`src/rtl/max7219_pkg.sv`:
```
// Shared constants for the MAX7219-style serial receiver: frame geometry,
// register address map and FSM state encoding.
package max7219_pkg;

  localparam int FRAME_BITS = 16;
  localparam int CNT_W      = 5;

  // Bit counter values: a full frame, and the saturation point that marks
  // "more than a full frame".
  localparam logic [CNT_W-1:0] CNT_FULL = 5'd16;
  localparam logic [CNT_W-1:0] CNT_SAT  = 5'd17;

  // Register address map (frame bits D11..D8).
  localparam logic [3:0] ADDR_NOOP      = 4'h0;
  localparam logic [3:0] ADDR_DIGIT0    = 4'h1;
  localparam logic [3:0] ADDR_DIGIT1    = 4'h2;
  localparam logic [3:0] ADDR_DIGIT2    = 4'h3;
  localparam logic [3:0] ADDR_DIGIT3    = 4'h4;
  localparam logic [3:0] ADDR_DIGIT4    = 4'h5;
  localparam logic [3:0] ADDR_DIGIT5    = 4'h6;
  localparam logic [3:0] ADDR_DIGIT6    = 4'h7;
  localparam logic [3:0] ADDR_DIGIT7    = 4'h8;
  localparam logic [3:0] ADDR_DECODE    = 4'h9;
  localparam logic [3:0] ADDR_INTENSITY = 4'hA;
  localparam logic [3:0] ADDR_SCANLIMIT = 4'hB;
  localparam logic [3:0] ADDR_SHUTDOWN  = 4'hC;
  localparam logic [3:0] ADDR_DISPTEST  = 4'hF;

  typedef enum logic [1:0] {
    ST_IDLE   = 2'd0,
    ST_SHIFT  = 2'd1,
    ST_COMMIT = 2'd2
  } state_e;

  // Map a digit address (1..8) onto its row index (0..7).
  function automatic logic [2:0] digit_row(input logic [3:0] addr);
    logic [3:0] idx;
    idx = addr - 4'd1;
    return idx[2:0];
  endfunction

endpackage

```
`src/rtl/sc_sync_edge.sv`:
```
// Multi-stage synchronizer for one asynchronous input, followed by a
// one-cycle rise/fall detector on the synchronized level.
module sc_sync_edge #(
  parameter int   STAGES    = 2,
  parameter logic RESET_VAL = 1'b0
) (
  input  logic clk_i,
  input  logic rst_ni,
  input  logic d_i,
  output logic sync_o,
  output logic rise_o,
  output logic fall_o
);

  // Fewer than two stages is not a synchronizer; clamp to two.
  localparam int N = (STAGES < 2) ? 2 : STAGES;

  logic [N-1:0] sync_q;
  logic         prev_q;

  // Synchronizer chain plus one-cycle-delayed copy for edge detection.
  always_ff @(posedge clk_i or negedge rst_ni) begin
    if (!rst_ni) begin
      sync_q <= {N{RESET_VAL}};
      prev_q <= RESET_VAL;
    end else begin
      sync_q <= {sync_q[N-2:0], d_i};
      prev_q <= sync_q[N-1];
    end
  end

  assign sync_o = sync_q[N-1];
  assign rise_o = sync_q[N-1] & ~prev_q;
  assign fall_o = ~sync_q[N-1] & prev_q;

endmodule

```
`src/rtl/sc_max7219_rx.sv`:
```
// MAX7219-compatible serial receiver: captures 16-bit SPI frames framed by
// NCS, validates the bit count and decodes them into the display registers.
module sc_max7219_rx
  import max7219_pkg::*;
#(
  parameter int SYNC_STAGES   = 2,
  parameter int ROW_DATAWIDTH = 8
) (
  input  logic                     SC_MAX7219RX_CLOCK_50,
  input  logic                     SC_MAX7219RX_RESET_InLow,
  input  logic                     SC_MAX7219RX_din_In,
  input  logic                     SC_MAX7219RX_ncs_In,
  input  logic                     SC_MAX7219RX_sclk_In,
  input  logic [2:0]               SC_MAX7219RX_rdaddr_InBUS,
  output logic [ROW_DATAWIDTH-1:0] SC_MAX7219RX_rddata_OutBUS,
  output logic                     SC_MAX7219RX_framevalid_Out,
  output logic [3:0]               SC_MAX7219RX_frameaddr_OutBUS,
  output logic [7:0]               SC_MAX7219RX_framedata_OutBUS,
  output logic                     SC_MAX7219RX_frameerr_Out,
  output logic [3:0]               SC_MAX7219RX_intensity_OutBUS,
  output logic [2:0]               SC_MAX7219RX_scanlimit_OutBUS,
  output logic [7:0]               SC_MAX7219RX_decode_OutBUS,
  output logic                     SC_MAX7219RX_shutdown_Out,
  output logic                     SC_MAX7219RX_disptest_Out
);

  logic clk;
  logic rst_n;
  assign clk   = SC_MAX7219RX_CLOCK_50;
  assign rst_n = SC_MAX7219RX_RESET_InLow;

  // Synchronized serial inputs and their edge events.
  logic din_s, ncs_s, ncs_rise_s, ncs_fall_s, sclk_rise_s;
  logic unused_din_rise_s, unused_din_fall_s, unused_sclk_s, unused_sclk_fall_s;

  sc_sync_edge #(.STAGES(SYNC_STAGES), .RESET_VAL(1'b0)) u_sync_din (
    .clk_i(clk), .rst_ni(rst_n), .d_i(SC_MAX7219RX_din_In),
    .sync_o(din_s), .rise_o(unused_din_rise_s), .fall_o(unused_din_fall_s)
  );

  sc_sync_edge #(.STAGES(SYNC_STAGES), .RESET_VAL(1'b1)) u_sync_ncs (
    .clk_i(clk), .rst_ni(rst_n), .d_i(SC_MAX7219RX_ncs_In),
    .sync_o(ncs_s), .rise_o(ncs_rise_s), .fall_o(ncs_fall_s)
  );

  sc_sync_edge #(.STAGES(SYNC_STAGES), .RESET_VAL(1'b0)) u_sync_sclk (
    .clk_i(clk), .rst_ni(rst_n), .d_i(SC_MAX7219RX_sclk_In),
    .sync_o(unused_sclk_s), .rise_o(sclk_rise_s), .fall_o(unused_sclk_fall_s)
  );

  // A frame may only start once NCS has been seen high through a fully
  // refilled synchronizer. This stops a frame that straddles reset release
  // (NCS still low) from being picked up half-way and reported as an error.
  logic [SYNC_STAGES:0] warm_q;
  logic                 armed_q;

  // Track synchronizer refill after reset and arm on a genuine NCS-high.
  always_ff @(posedge clk or negedge rst_n) begin
    if (!rst_n) begin
      warm_q  <= '0;
      armed_q <= 1'b0;
    end else begin
      warm_q <= {warm_q[SYNC_STAGES-1:0], 1'b1};
      if (warm_q[SYNC_STAGES] && ncs_s) begin
        armed_q <= 1'b1;
      end else begin
        armed_q <= armed_q;
      end
    end
  end

  // Frame capture FSM.
  state_e                   state_q, state_d;
  logic [FRAME_BITS-1:0]    sr_q, sr_d;
  logic [CNT_W-1:0]         cnt_q, cnt_d;
  logic                     commit_ok_s, commit_err_s;

  // State, shift register and bit counter.
  always_ff @(posedge clk or negedge rst_n) begin
    if (!rst_n) begin
      state_q <= ST_IDLE;
      sr_q    <= '0;
      cnt_q   <= '0;
    end else begin
      state_q <= state_d;
      sr_q    <= sr_d;
      cnt_q   <= cnt_d;
    end
  end

  // Next-state logic: start on NCS fall, shift on SCLK rise, judge on NCS rise.
  always_comb begin
    state_d      = state_q;
    sr_d         = sr_q;
    cnt_d        = cnt_q;
    commit_ok_s  = 1'b0;
    commit_err_s = 1'b0;
    case (state_q)
      ST_IDLE: begin
        if (ncs_fall_s && armed_q) begin
          state_d = ST_SHIFT;
          sr_d    = '0;
          cnt_d   = '0;
        end else begin
          state_d = ST_IDLE;
        end
      end
      ST_SHIFT: begin
        if (ncs_rise_s) begin
          state_d = ST_COMMIT;
        end else if (sclk_rise_s && !ncs_s) begin
          sr_d = {sr_q[FRAME_BITS-2:0], din_s};
          if (cnt_q != CNT_SAT) begin
            cnt_d = cnt_q + 5'd1;
          end else begin
            cnt_d = cnt_q;
          end
        end else begin
          state_d = ST_SHIFT;
        end
      end
      ST_COMMIT: begin
        state_d = ST_IDLE;
        if (cnt_q == CNT_FULL) begin
          commit_ok_s = 1'b1;
        end else if (cnt_q != 5'd0) begin
          commit_err_s = 1'b1;
        end else begin
          commit_ok_s = 1'b0;
        end
      end
      default: begin
        state_d = ST_IDLE;
      end
    endcase
  end

  // Frame fields; D15..D12 carry no meaning.
  logic [3:0] addr_s;
  logic [7:0] data_s;
  logic [3:0] unused_hi_s;
  assign addr_s      = sr_q[11:8];
  assign data_s      = sr_q[7:0];
  assign unused_hi_s = sr_q[15:12];

  logic [ROW_DATAWIDTH-1:0] row_q [8];
  logic                     valid_q, err_q;
  logic [3:0]               faddr_q, intensity_q;
  logic [7:0]               fdata_q, decode_q;
  logic [2:0]               scanlimit_q;
  logic                     shutdown_q, disptest_q;

  // Result pulses and register file update on an accepted frame.
  always_ff @(posedge clk or negedge rst_n) begin
    if (!rst_n) begin
      valid_q     <= 1'b0;
      err_q       <= 1'b0;
      faddr_q     <= 4'h0;
      fdata_q     <= 8'h00;
      intensity_q <= 4'h0;
      scanlimit_q <= 3'd0;
      decode_q    <= 8'h00;
      shutdown_q  <= 1'b1;
      disptest_q  <= 1'b0;
      for (int i = 0; i < 8; i++) begin
        row_q[i] <= '0;
      end
    end else begin
      valid_q <= commit_ok_s;
      err_q   <= commit_err_s;
      if (commit_ok_s) begin
        faddr_q <= addr_s;
        fdata_q <= data_s;
        case (addr_s)
          ADDR_DIGIT0, ADDR_DIGIT1, ADDR_DIGIT2, ADDR_DIGIT3,
          ADDR_DIGIT4, ADDR_DIGIT5, ADDR_DIGIT6, ADDR_DIGIT7:
            row_q[digit_row(addr_s)] <= ROW_DATAWIDTH'(data_s);
          ADDR_DECODE:    decode_q    <= data_s;
          ADDR_INTENSITY: intensity_q <= data_s[3:0];
          ADDR_SCANLIMIT: scanlimit_q <= data_s[2:0];
          ADDR_SHUTDOWN:  shutdown_q  <= ~data_s[0];
          ADDR_DISPTEST:  disptest_q  <= data_s[0];
          default:        decode_q    <= decode_q;
        endcase
      end
    end
  end

  assign SC_MAX7219RX_rddata_OutBUS    = row_q[SC_MAX7219RX_rdaddr_InBUS];
  assign SC_MAX7219RX_framevalid_Out   = valid_q;
  assign SC_MAX7219RX_frameerr_Out     = err_q;
  assign SC_MAX7219RX_frameaddr_OutBUS = faddr_q;
  assign SC_MAX7219RX_framedata_OutBUS = fdata_q;
  assign SC_MAX7219RX_intensity_OutBUS = intensity_q;
  assign SC_MAX7219RX_scanlimit_OutBUS = scanlimit_q;
  assign SC_MAX7219RX_decode_OutBUS    = decode_q;
  assign SC_MAX7219RX_shutdown_Out     = shutdown_q;
  assign SC_MAX7219RX_disptest_Out     = disptest_q;

endmodule

```
`config.mk`:
```
export PLATFORM = sky130hd
export DESIGN_NAME = sc_max7219_rx
export DESIGN_NICKNAME = d
export VERILOG_FILES = /design/src/rtl/max7219_pkg.sv /design/src/rtl/sc_sync_edge.sv /design/src/rtl/sc_max7219_rx.sv
export SDC_FILE = /design/constraint.sdc
export NUM_CORES = 1
export LEC_CHECK = 0
export ABC_CLOCK_PERIOD_IN_PS = 2300
export CAP_MARGIN = 10
export CELL_PAD_IN_SITES_DETAIL_PLACEMENT = 0
export CELL_PAD_IN_SITES_GLOBAL_PLACEMENT = 1
export CORE_MARGIN = 4
export CORE_UTILIZATION = 44
export CTS_CLUSTER_SIZE = 14
export DETAILED_ROUTE_END_ITERATION = 8
export PLACE_DENSITY = 0.81
export SYNTH_ARGS = -nofsm -noshare
export SYNTH_HDL_FRONTEND = slang
export SYNTH_HIERARCHICAL = 1
export SYNTH_SLANG_ARGS = --single-unit
```
`constraint.sdc`:
```
create_clock -name SC_MAX7219RX_CLOCK_50 -period 2.3 [get_ports SC_MAX7219RX_CLOCK_50]
set_input_delay 0.575 -clock SC_MAX7219RX_CLOCK_50 [delete_from_list [all_inputs] [get_ports SC_MAX7219RX_CLOCK_50]]
set_output_delay 0.575 -clock SC_MAX7219RX_CLOCK_50 [all_outputs]
set_load 0.05 [all_outputs]
```
== Yosys cells after proc, flatten, opt, wreduce, memory -nomap -nowiden ==
Cells that the tools add are included.

* Output and inout port bits: 39
* Bits in read-only memories: 0
* Memories: 0
* Register bits after elaboration: 126
* Input port bits: 8
* Memory bits (writable): 0
* Word-level logic and storage cells: 104
* Latch bits: 0

* Multipliers: 0
* Shifts and indexed selects: 0
* $lt $le $gt $ge: 3
* Reduce and logical (&&, ||, !) cells: 17
* Bitwise logic cells: 9
* Equality and inequality tests: 22
* Divide/modulo/power cells: 0
* Multiplexer cells: 24
* Add/sub/neg operators: 2

{| class="wikitable"
|+ Operator list
! kind !! number
|-
| $bwmux W64 || 1
|-
| $mux W12 || 3
|-
| $bmux W8 S3 || 1
|-
| $demux W8 S3 || 1
|-
| $eq A4 B4 Y1 const B || 6
|-
| $mux W8 || 3
|-
| $pmux W12 S2 || 1
|-
| $mux W5 || 4
|-
| $eq A4 B3 Y1 const B || 4
|-
| $reduce_and A2 Y1 || 6
|-
| $pmux W5 S2 || 1
|-
| $eq A4 B2 Y1 const B || 2
|-
| $ge A4 B4 Y1 const B || 2
|-
| $ne A2 B2 Y1 const B || 4
|-
| $not A3 Y4 || 2
|-
| $reduce_or A8 Y1 || 1
|-
| $mux W1 || 6
|-
| $add A5 B1 Y5 const B || 1
|-
| $eq A5 B5 Y1 const B || 1
|-
| $ne A5 B5 Y1 const B || 1
|-
| $reduce_and A5 Y1 || 1
|-
| $reduce_bool A5 Y1 || 1
|-
| $eq A4 B1 Y1 const B || 1
|-
| $logic_and A1 B1 Y1 || 4
|-
| 13 further kinds || 19
|}

== Longest topological paths before layout ==
* Word-level depth: 7
* Depth in mapped cells: 7
* Depth with buffers taken out: 6

== Cells and area by module ==
Netlist, hierarchy kept.

{| class="wikitable"
|+ Modules (own cells, without submodules)
! module !! seq. area each (um^2) !! cells an instance !! area each (um^2) !! times used
|-
| sc_max7219_rx || 2,954.1 || 363 || 5,492.8 || 1
|-
| sc_sync_edge at u_sync_din ... || 75.1 || 5 || 90.1 || 2
|-
| sc_sync_edge at u_sync_ncs || 78.8 || 5 || 93.8 || 1
|}

== Worst setup path before layout ==
No wires, ideal clock.

* Path type: input to output
* Start point: in SC_MAX7219RX_rdaddr_InBUS[0]
* End point: out SC_MAX7219RX_rddata_OutBUS[0]
* Required time: 1,725 ps
* Arrival: 2,010 ps
* Path buffers: 2
* Setup slack: -285 ps
* Cell stages on the path: 4
* Cells stage by stage: buf_2 > buf_2 > mux4_2 > mux2_2

* Cells in the longest elaborated chain, start to end: 4

{| class="wikitable"
|+ Ends and longest elaborated chain
! item !! line !! RTL
|-
| start, declared || sc_max7219_rx.sv:14 || <nowiki>input logic [2:0] SC_MAX7219RX_rdaddr_InBUS,</nowiki>
|-
| $not A3 Y4 (not written as such) || sc_max7219_rx.sv:189 || <nowiki>assign SC_MAX7219RX_rddata_OutBUS = row_q[SC_MAX7219RX_rdaddr_InBUS];</nowiki>
|-
| $bmux W8 S3 || sc_max7219_rx.sv:189 ||
|-
| $mux W8 (not written as such) (2 in series) || sc_max7219_rx.sv:189 ||
|-
| end, declared || sc_max7219_rx.sv:15 || <nowiki>output logic [ROW_DATAWIDTH-1:0] SC_MAX7219RX_rddata_OutBUS,</nowiki>
|}

Every way passes these cells. The select of a mux whose other input is x is not followed.

== Worst setup path in the final report ==
* Start point: in SC_MAX7219RX_rdaddr_InBUS[0]
* End point: out SC_MAX7219RX_rddata_OutBUS[7]

The elaborated chain is that of the path after synthesis.

==> metrics.yaml <==
sta:
  whs_ns: 0.351
  skew_ns: 0.00607
  drv_slew: 0
  min_period_ns: 2.33
  hold_viol: 0
  worst_slack_ns: -0.0259
  fmax_mhz: 430
  tightest_slew_ns: 0.659
  timing.setup.tns_ns: -0.108
  relSlewSlack_pct: 56.1
  rsz0062_at_grt: "yes"
  fin_crit_sh_pct: 101
  setup-violations-final: 8
global_routing:
  grt_pass1_vias: 3439
  grt_use_met2_pct: 26.8
  met1_usage_pct: 21.6
  gr-total-overflow: 0
  grt_antenna_before_repair: 0
  grt_max_degree: 66
  grt_pass1_wl_mm: 18.7
  use_met3_pct: 5.20
  grt_busiest_layer: "met2"
  grtUsageTotal_pct: 16.9
min_path:
  min_path_type: "reg2reg"
worst_setup_path:
  cp_max_fo: 8
  endpoint_kind: "output pin"
  crit_type: "in2out"
  path_common_cell: "buf_12"
  crit_required_ns: 1.73
  crit_slowest_cell: "mux4_2"
  r2r_setup_slack_ns: 0.13
  crit_family: "multiplexers"
  crit_path_start_kind: "input pin"
  path_cells: "buf_12, buf_12, mux4_2, mux2_4, buf_8"
  cp_slowest_stage_delay_ns: 0.50
  cp.arrival_ns: 1.75
  cp.buffers_inverters: 3
place:
  pre_cts_ws_ns: -0.550
  dp.cells: 582
  placed_area_mm2: 0.00644
  gp_congestion: 0.759
  dp_hpwl_mm: 7.29
  io_buffers: 46
cells_and_area:
  layout_common_cells: "dfrtp_1 (122), mux2_2 (60), mux2_4 (40)"
  final_cells: 617
  syn_to_final_growth_pct: 24.4
  layout_commonest_cell: "dfrtp_1"
  finalInstanceArea_mm2: 0.00711
  drive_gt1_share_pct: 42.2
  fillers: 1032
  nets: 447
  antenna_cells: 0
clock_network:
  cts_made_buffers: 17
  post-cts-setup-buffers: 0
  cts_tree: "done"
  cts_buffer_depth: 2
  cts-root-buf: "clkbuf_16"
  insertion_delay_ns: 0.42
  h-tree-depth: 4
  clock_sinks: 126
  clk_pin_slew_worst_paths_ns: 0.05
floorplan:
  io_pins: 47
  die_y_um: 122
  die_w_um: 122
  rows: 41
  core-area_mm2: 0.0127
  initial_core_util_pct: 45.1
  dieArea_mm2: 0.0149
detailed_routing:
  wl_per_cell_um: 18.4
  antenna_left: 0
  drt_pass1_iterations: 4
  num_vias: 3161
  postRouteWirelength_mm: 11.4
  drtIter0Drc: 189
  via_per_inst: 5.12
  drc: 0
synth:
  avgSynthCellArea_um2: 15.3
  syn_area_mm2: 0.00572
  syn-num-nets: 389
  synthCells: 374
  ys_warn_count: 6
run_status:
  violations: "negative setup slack"
  status: "finished with violations"
pwr:
  static-leakage-power_nw: 3.27
  ir_drop_mv: 0.442
  cellPowerDensity_mw_per_mm2: 726
flow_run:
  max_cap_violations: 0
==> sequential cells by signal (all words and copies together), names as in the netlist <==
| signal | cells |
|---|---|
| SC_MAX7219RX_decode_OutBUS | 8 |
| SC_MAX7219RX_disptest_Out | 1 |
| SC_MAX7219RX_frameaddr_OutBUS | 4 |
| SC_MAX7219RX_framedata_OutBUS | 8 |
| SC_MAX7219RX_frameerr_Out | 1 |
| SC_MAX7219RX_framevalid_Out | 1 |
| SC_MAX7219RX_intensity_OutBUS | 4 |
| SC_MAX7219RX_scanlimit_OutBUS | 3 |
| SC_MAX7219RX_shutdown_Out | 1 |
| armed_q | 1 |
| cnt_q | 5 |
| row_q | 64 |
| sr_q | 12 |
| state_q | 2 |
| u_sync_din/sync_q | 2 |
| u_sync_ncs/prev_q | 1 |
| u_sync_ncs/sync_q | 2 |
| u_sync_sclk/prev_q | 1 |
| u_sync_sclk/sync_q | 2 |
| warm_q | 3 |
==> final timing paths <==
kind | endpoint | start | depth (start not counted)
worst max-delay path | SC_MAX7219RX_rddata_OutBUS[7] | SC_MAX7219RX_rdaddr_InBUS[0] | 5
worst min-delay path | warm_q[1] | warm_q[0] | 0
worst max register to register | row_q[30] | sr_q[8] | 7
worst min register to register | warm_q[1] | warm_q[0] | 0
max in group asynchronous | row_q[22] | SC_MAX7219RX_RESET_InLow | 3
min in group asynchronous | SC_MAX7219RX_frameaddr_OutBUS[3] | SC_MAX7219RX_RESET_InLow | 2
==> cell type report <==
| class | instances | area, um2 | area share, % |
|---|---|---|---|
| well taps | 172 | 215 | 3.02 |
| clock inverters | 8 | 90.1 | 1.27 |
| flip-flops and latches | 126 | 3160 | 44.4 |
| multi-input cells | 217 | 2390 | 33.6 |
| inverters | 6 | 22.5 | 0.317 |
| repair buffers | 64 | 763 | 10.7 |
| clock buffers | 24 | 472 | 6.63 |
==> metrics by stage <==
stage                     total power (W)  utilization [%]
after detailed placement          0.00264             50.8
final                             0.00517             56.1
after floorplan                   0.00251                -
after global placement            0.00263             50.8
after CTS                         0.00524             56.1
after global routing              0.00537             56.1
==> metal layers <==
metal | share of wire (%) | vias up
met2 | 48 | 68
met1 | 45 | 1610
li1 | - | 1461
met3 | 4.7 | 22
met4 | 2.0 | 0
met5 | 0 | -
==> what timing repair did <==
action	CTS	global route
setup endpoints to repair	9	8
hold buffers	1	0
hold endpoints to repair	10	0
gates cloned	2	0
gates resized for setup	23	1
==> report_power, final <==
group	switching (W)	internal [W]
sequential	0.0000837	0.00226
clock	0.000908	0.00164
combinational	0.000165	0.000107
total	0.00116	0.00401
Power figures use the tool's default switching activity.
